**src/rtl/udp_stream_pkg.sv**
```systemverilog
// Shared definitions for the UDP stream TX path: arbiter FSM states,
// the stream data width and an index-width helper.
package udp_stream_pkg;

    localparam int UDP_TDATA_WIDTH = 64;

    typedef enum logic [1:0] {
        ARB_IDLE = 2'd0,
        ARB_BUSY = 2'd1,
        ARB_GAP  = 2'd2
    } arb_state_e;

    // Width of an index into n items; never less than one bit.
    function automatic int idx_width(input int n);
        return (n > 1) ? $clog2(n) : 1;
    endfunction

endpackage

```
**src/rtl/udp_tx_arbiter_rr_pick.sv**
```systemverilog
// rr_pick: combinational round-robin priority selector.
// Ports:
//   req        in  N   request vector
//   last_grant in  IW  index granted most recently
//   any        out 1   at least one request present
//   next_idx   out IW  first requester after last_grant, wrapping
module rr_pick
    import udp_stream_pkg::*;
#(
    parameter int N  = 4,
    parameter int IW = idx_width(N)
) (
    input  logic [N-1:0]  req,
    input  logic [IW-1:0] last_grant,
    output logic          any,
    output logic [IW-1:0] next_idx
);

    logic [IW-1:0] k;

    // Walk offsets from N down to 1 and let later hits overwrite
    // earlier ones: the smallest offset (nearest after last_grant)
    // ends up as the winner without needing an early exit.
    always_comb begin
        any      = 1'b0;
        next_idx = last_grant;
        k        = '0;
        for (int i = N; i >= 1; i--) begin
            k = IW'((int'(last_grant) + i) % N);
            if (req[k]) begin
                any      = 1'b1;
                next_idx = k;
            end
        end
    end

endmodule

```
**src/rtl/udp_tx_arbiter.sv**
```systemverilog
// udp_tx_arbiter: packet-level round-robin arbiter sharing one AXI4-Stream
// TX port between NUM_SRC UDP frame generators, with optional pacing gap.
// Ports:
//   m00_axis_aclk / m00_axis_areset  clock, synchronous active-high reset
//   s_axis_tvalid/tdata/tlast/tready per-source input streams
//   m00_axis_tvalid/tdata/tlast/tready  stream towards the MAC
//   src_enable   per-source arbitration mask (sampled in IDLE only)
//   gap_cycles   idle cycles after each frame (sampled on the tlast beat)
//   grant_idx    current or most recent grantee
//   busy         high while a frame is being forwarded
//   src_pkt_count  per-source 32-bit frame counters (UDP_TX_ARB_STATS_EN)
// Build option: define UDP_TX_ARB_STATS_EN to add the frame counters.
module udp_tx_arbiter
    import udp_stream_pkg::*;
#(
    parameter int NUM_SRC     = 4,
    parameter int TDATA_WIDTH = UDP_TDATA_WIDTH,
    parameter int GAP_WIDTH   = 16
) (
    input  logic                           m00_axis_aclk,
    input  logic                           m00_axis_areset,
    input  logic [NUM_SRC-1:0]             s_axis_tvalid,
    input  logic [NUM_SRC*TDATA_WIDTH-1:0] s_axis_tdata,
    input  logic [NUM_SRC-1:0]             s_axis_tlast,
    output logic [NUM_SRC-1:0]             s_axis_tready,
    output logic                           m00_axis_tvalid,
    output logic [TDATA_WIDTH-1:0]         m00_axis_tdata,
    output logic                           m00_axis_tlast,
    input  logic                           m00_axis_tready,
    input  logic [NUM_SRC-1:0]             src_enable,
    input  logic [GAP_WIDTH-1:0]           gap_cycles,
    output logic [idx_width(NUM_SRC)-1:0]  grant_idx,
    output logic                           busy
`ifdef UDP_TX_ARB_STATS_EN
    ,
    output logic [NUM_SRC*32-1:0]          src_pkt_count
`endif
);

    localparam int IW = idx_width(NUM_SRC);

    arb_state_e           state_q, state_d;
    logic [IW-1:0]        grant_q, grant_d;
    logic [IW-1:0]        last_q,  last_d;
    logic [GAP_WIDTH-1:0] gap_q,   gap_d;
    logic                 busy_q,  busy_d;

    logic [NUM_SRC-1:0]     cand;
    logic                   pick_any;
    logic [IW-1:0]          pick_idx;
    logic                   sel_valid;
    logic                   sel_last;
    logic [TDATA_WIDTH-1:0] sel_data;
    logic                   last_beat;

    assign cand = s_axis_tvalid & src_enable;

    rr_pick #(
        .N  (NUM_SRC),
        .IW (IW)
    ) u_pick (
        .req        (cand),
        .last_grant (last_q),
        .any        (pick_any),
        .next_idx   (pick_idx)
    );

    // Pure mux from the granted source; nothing is buffered.
    always_comb begin
        sel_valid     = 1'b0;
        sel_last      = 1'b0;
        sel_data      = '0;
        s_axis_tready = '0;
        for (int k = 0; k < NUM_SRC; k++) begin
            if (grant_q == IW'(k)) begin
                sel_valid = s_axis_tvalid[k];
                sel_last  = s_axis_tlast[k];
                sel_data  = s_axis_tdata[k*TDATA_WIDTH +: TDATA_WIDTH];
                s_axis_tready[k] = busy_q & m00_axis_tready;
            end
        end
    end

    assign m00_axis_tvalid = busy_q & sel_valid;
    assign m00_axis_tlast  = busy_q & sel_last;
    assign m00_axis_tdata  = busy_q ? sel_data : '0;
    assign last_beat       = m00_axis_tvalid & m00_axis_tready
                           & m00_axis_tlast;

    assign grant_idx = grant_q;
    assign busy      = busy_q;

    always_comb begin
        state_d = state_q;
        grant_d = grant_q;
        last_d  = last_q;
        gap_d   = gap_q;
        unique case (state_q)
            ARB_IDLE: begin
                if (pick_any) begin
                    grant_d = pick_idx;
                    last_d  = pick_idx;
                    state_d = ARB_BUSY;
                end
            end
            ARB_BUSY: begin
                // Grant is held until the tlast beat, even if the
                // source stalls or is disabled in the meantime.
                if (last_beat) begin
                    if (gap_cycles != '0) begin
                        gap_d   = gap_cycles;
                        state_d = ARB_GAP;
                    end else begin
                        state_d = ARB_IDLE;
                    end
                end
            end
            ARB_GAP: begin
                gap_d = gap_q - GAP_WIDTH'(1);
                if (gap_q <= GAP_WIDTH'(1)) begin
                    state_d = ARB_IDLE;
                end
            end
            default: begin
                state_d = ARB_IDLE;
            end
        endcase
        busy_d = (state_d == ARB_BUSY);
    end

    always_ff @(posedge m00_axis_aclk) begin
        if (m00_axis_areset) begin
            state_q <= ARB_IDLE;
            grant_q <= '0;
            last_q  <= IW'(NUM_SRC - 1);
            gap_q   <= '0;
            busy_q  <= 1'b0;
        end else begin
            state_q <= state_d;
            grant_q <= grant_d;
            last_q  <= last_d;
            gap_q   <= gap_d;
            busy_q  <= busy_d;
        end
    end

`ifdef UDP_TX_ARB_STATS_EN
    logic [31:0] cnt_q [NUM_SRC];
    logic [31:0] cnt_d [NUM_SRC];

    // Counters wrap naturally at 2^32.
    always_comb begin
        for (int k = 0; k < NUM_SRC; k++) begin
            cnt_d[k] = cnt_q[k];
            if (last_beat && (grant_q == IW'(k))) begin
                cnt_d[k] = cnt_q[k] + 32'd1;
            end
            src_pkt_count[k*32 +: 32] = cnt_q[k];
        end
    end

    always_ff @(posedge m00_axis_aclk) begin
        if (m00_axis_areset) begin
            for (int k = 0; k < NUM_SRC; k++) begin
                cnt_q[k] <= '0;
            end
        end else begin
            for (int k = 0; k < NUM_SRC; k++) begin
                cnt_q[k] <= cnt_d[k];
            end
        end
    end
`endif

endmodule

```
**config.mk**
```make
export PLATFORM = sky130hd
export DESIGN_NAME = udp_tx_arbiter
export DESIGN_NICKNAME = d
export VERILOG_FILES = /design/src/rtl/udp_stream_pkg.sv /design/src/rtl/udp_tx_arbiter_rr_pick.sv /design/src/rtl/udp_tx_arbiter.sv
export SDC_FILE = /design/constraint.sdc
export NUM_CORES = 1
export LEC_CHECK = 0
export BUFFER_PORTS_ARGS = -buffer_cell sky130_fd_sc_hd__buf_2
export CAP_MARGIN = 25
export CORE_AREA = 3 3 137 139
export DETAILED_ROUTE_END_ITERATION = 16
export DIE_AREA = 0 0 140 142
export GPL_ROUTABILITY_DRIVEN = 0
export MAX_ROUTING_LAYER = met4
export PLACE_DENSITY = 0.54
export SETUP_SLACK_MARGIN = 0.1
export SYNTH_ARGS = -nofsm -noshare
export SYNTH_HDL_FRONTEND = slang
export SYNTH_SLANG_ARGS = --single-unit
```
**constraint.sdc**
```tcl
create_clock -name m00_axis_aclk -period 2 [get_ports m00_axis_aclk]
set_input_delay 0.1 -clock m00_axis_aclk [delete_from_list [all_inputs] [get_ports m00_axis_aclk]]
set_output_delay 0.1 -clock m00_axis_aclk [all_outputs]
set_load 0.01 [all_outputs]
```
==> results.toml <==
[timing]
slew_viol_final = 0
setup_violations = 5
timing_hold_violations_final = 0
finalWorstSetupSlack_ns = -0.0256
whs_ns = 0.117
rsz0062_at_grt = "true"
worst_slew_pin_slew_ns = 0.580
slew-limit-headroom = 0.613
worst_clock_skew_ns = 0.00249
min_period_over_period = 1.01
fin_crit_ns = 2.03
clock.fmax_ghz = 0.494
fin_setup_tns_ns = -0.0841

[cells_and_area]
layout_common_cells = "buf_2 (356), mux4_2 (67), and2_1 (66)"
multi_input_area_sq_mm = 0.00288
final_area_sq_mm = 0.00613
drive_above_1_share = 0.716
area_growth_pct = 80.3
finish.utilization = 0.345
nets = 993
final_common_cell = "buf_2"
layoutNonFillerInstCount = 938
seqCellArea_sq_um = 469
n_fill_cell = 1868

[floorplanning]
coreArea_sq_mm = 0.0178
fp.dieArea_sq_mm = 0.0199
die_w_um = 140
ios = 360
die_y_um = 142
row_count = 49
start_util = 0.191

[clock_network]
path_clk_slew_ns = 0.06
cts_buffers = 3
htreeDepth = 1
clock_latency_ns = 0.26
ctsHoldBuffers = 0
root_buffer = "clkbuf_16"
clock-sinks = 23
cts_tree = "built"
clock_path_buffers = 2

[yosys]
synth_seq_cells = 23
synth_top_cell_area_share = 0.444
synthFlopType = "dfxtp_1"
ys_types = 48
synth_fp_nets = 614
syn_avg_cell_area_sq_um = 10.5
yosys.area.top_type = "mux4_2"
syn_inst = 325
synth-async-reset-ratio = 0
ys.warnings.count = 0
synth_enable_flop_cells = 0
ys_seq_area_frac = 0.135
synthTopCellsByArea = "mux4_2 (44%), dfxtp_1 (14%), and2_1 (12%), a21oi_1 (3.2%), nor3_1 (2.2%)"
synth_area_sq_mm = 0.00340

[grt]
grt_pass1_wl_um = 29700
grt_util_all_layers = 0.203
grt_max_degree = 70
antenna_found_initial = 13
first_global_vias = 4473
grt-ovfl-total = 0

[min_path]
hold_path_end = "gap_q[12]"
holdPathStages = 3
hp-start = "gap_cycles[12]"
worstHoldPathType = "primary input to flip-flop"

[setup_path]
worstPathArrival_ns = 1.93
reg2reg_from = "grant_idx[0]"
cp-start-kind = "flip-flop"
rrSetupSlack_ns = 0.04
critical_path_class = "flip-flop to output port"
r2r_cells = 7
cp.required_ns = 1.90
r2r-end = "gap_q[15]"
cp_max_fo = 6
crit_path_end_kind = "output port"

[place]
pre_cts_ws_ns = 0.0232
dpl_cell_area_sq_mm = 0.00557
dpl.cell_count = 909
port-buffer-count = 359
dp_hpwl_um = 17900

[outcome]
violations = "setup timing"
status = "finished, violations left"

[route]
first_pass_iters = 4
drc = 0
ant_nets = 0
wl_per_cell_um = 22.5
drt-vias-per-instance = 4.82
finalWirelength_um = 21100
first_iter_violations = 224
vias = 4525

[pwr]
p_total_mw = 2.84
p_leak_nw = 2.89
peakVddDrop_v = 0.000305
pwr_density_cell_mw_per_mm2 = 463

[run]
drv_cap = 0
[worst max path at each step]
stage	start	endpoint	cells past startpoint
2_1_floorplan	grant_idx[1]	m00_axis_tdata[58]	5
3_3_place_gp	grant_idx[0]	m00_axis_tdata[13]	5
3_5_place_dp	gap_cycles[3]	gap_q[2]	7
4_1_cts	grant_idx[0]	m00_axis_tdata[14]	6
5_1_grt	grant_idx[0]	m00_axis_tdata[35]	6
6_report	grant_idx[0]	m00_axis_tdata[34]	6
[layout make-up]
type,instances,area share
flip-flops and latches,23,0.0765
diodes,6,0.00245
clock buffers,4,0.0129
inverters,2,0.00122
well taps,229,0.0467
repair buffers,405,0.390
multi-input cells,269,0.470
[where the power goes]
part	leakage [nW]	switching, mW	internal [mW]
clock	0.0382	0.169	0.272
sequential	0.189	0.0409	0.487
combinational	2.66	0.777	1.09
[state kept, by name, summed over array words and instances (netlist names)]
signal	flops
state_q	2
last_q	2
grant_idx	2
busy	1
gap_q	16
[Yosys cell counts (4+ instances only)]
| cell | count |
|---|---|
| and2_1 | 67 |
| mux4_2 | 67 |
| dfxtp_1 | 23 |
| a21oi_1 | 22 |
| clkbuf_1 | 17 |
| nor3_1 | 15 |
| nand2_1 | 14 |
| nor2_1 | 13 |
| nand3_1 | 10 |
| buf_2 | 7 |
| o21ai_0 | 4 |
| or4_1 | 4 |
[per-layer routing]
| metal | up-vias | wire length (um) | track usage |
|---|---|---|---|
| met3 | 8 | 2130 | 0.0598 |
| met2 | 238 | 10100 | 0.322 |
| met4 | 0 | 49 | 0.0122 |
| li1 | 2069 | - | - |
| met1 | 2210 | 8870 | 0.271 |
| met5 | - | 0 | - |
[worst max-delay path, stage by stage, from the launching register on]
cell and delay (ns):
dfxtp_4 0.43, buf_12 0.17, buf_12 0.12, clkbuf_16 0.15
mux4_2 0.48, and2_1 0.18, buf_2 0.14
[cells by family (layout without fill, tap and decap cells)]
| kind of cell | count (synthesis) | in the layout | share of synthesized area |
|---|---|---|---|
| simple gates | 148 | 148 | 0.256 |
| mux | 67 | 67 | 0.444 |
| compound gates | 48 | 48 | 0.100 |
| buf+inv | 33 | 411 | 0.0471 |
| flops | 23 | 23 | 0.135 |
| xor+xnor | 4 | 4 | 0.0103 |
| fa+ha+maj | 2 | 2 | 0.00736 |
| other cells | 0 | 6 | 0 |
[what timing repair did]
action,CTS,global route
gates cloned,4,3
setup endpoints to repair,68,79
pin swaps,10,9
buffers inserted,9,5
gates resized for setup,30,19
Note: power is estimated with default switching activity, not from simulation.
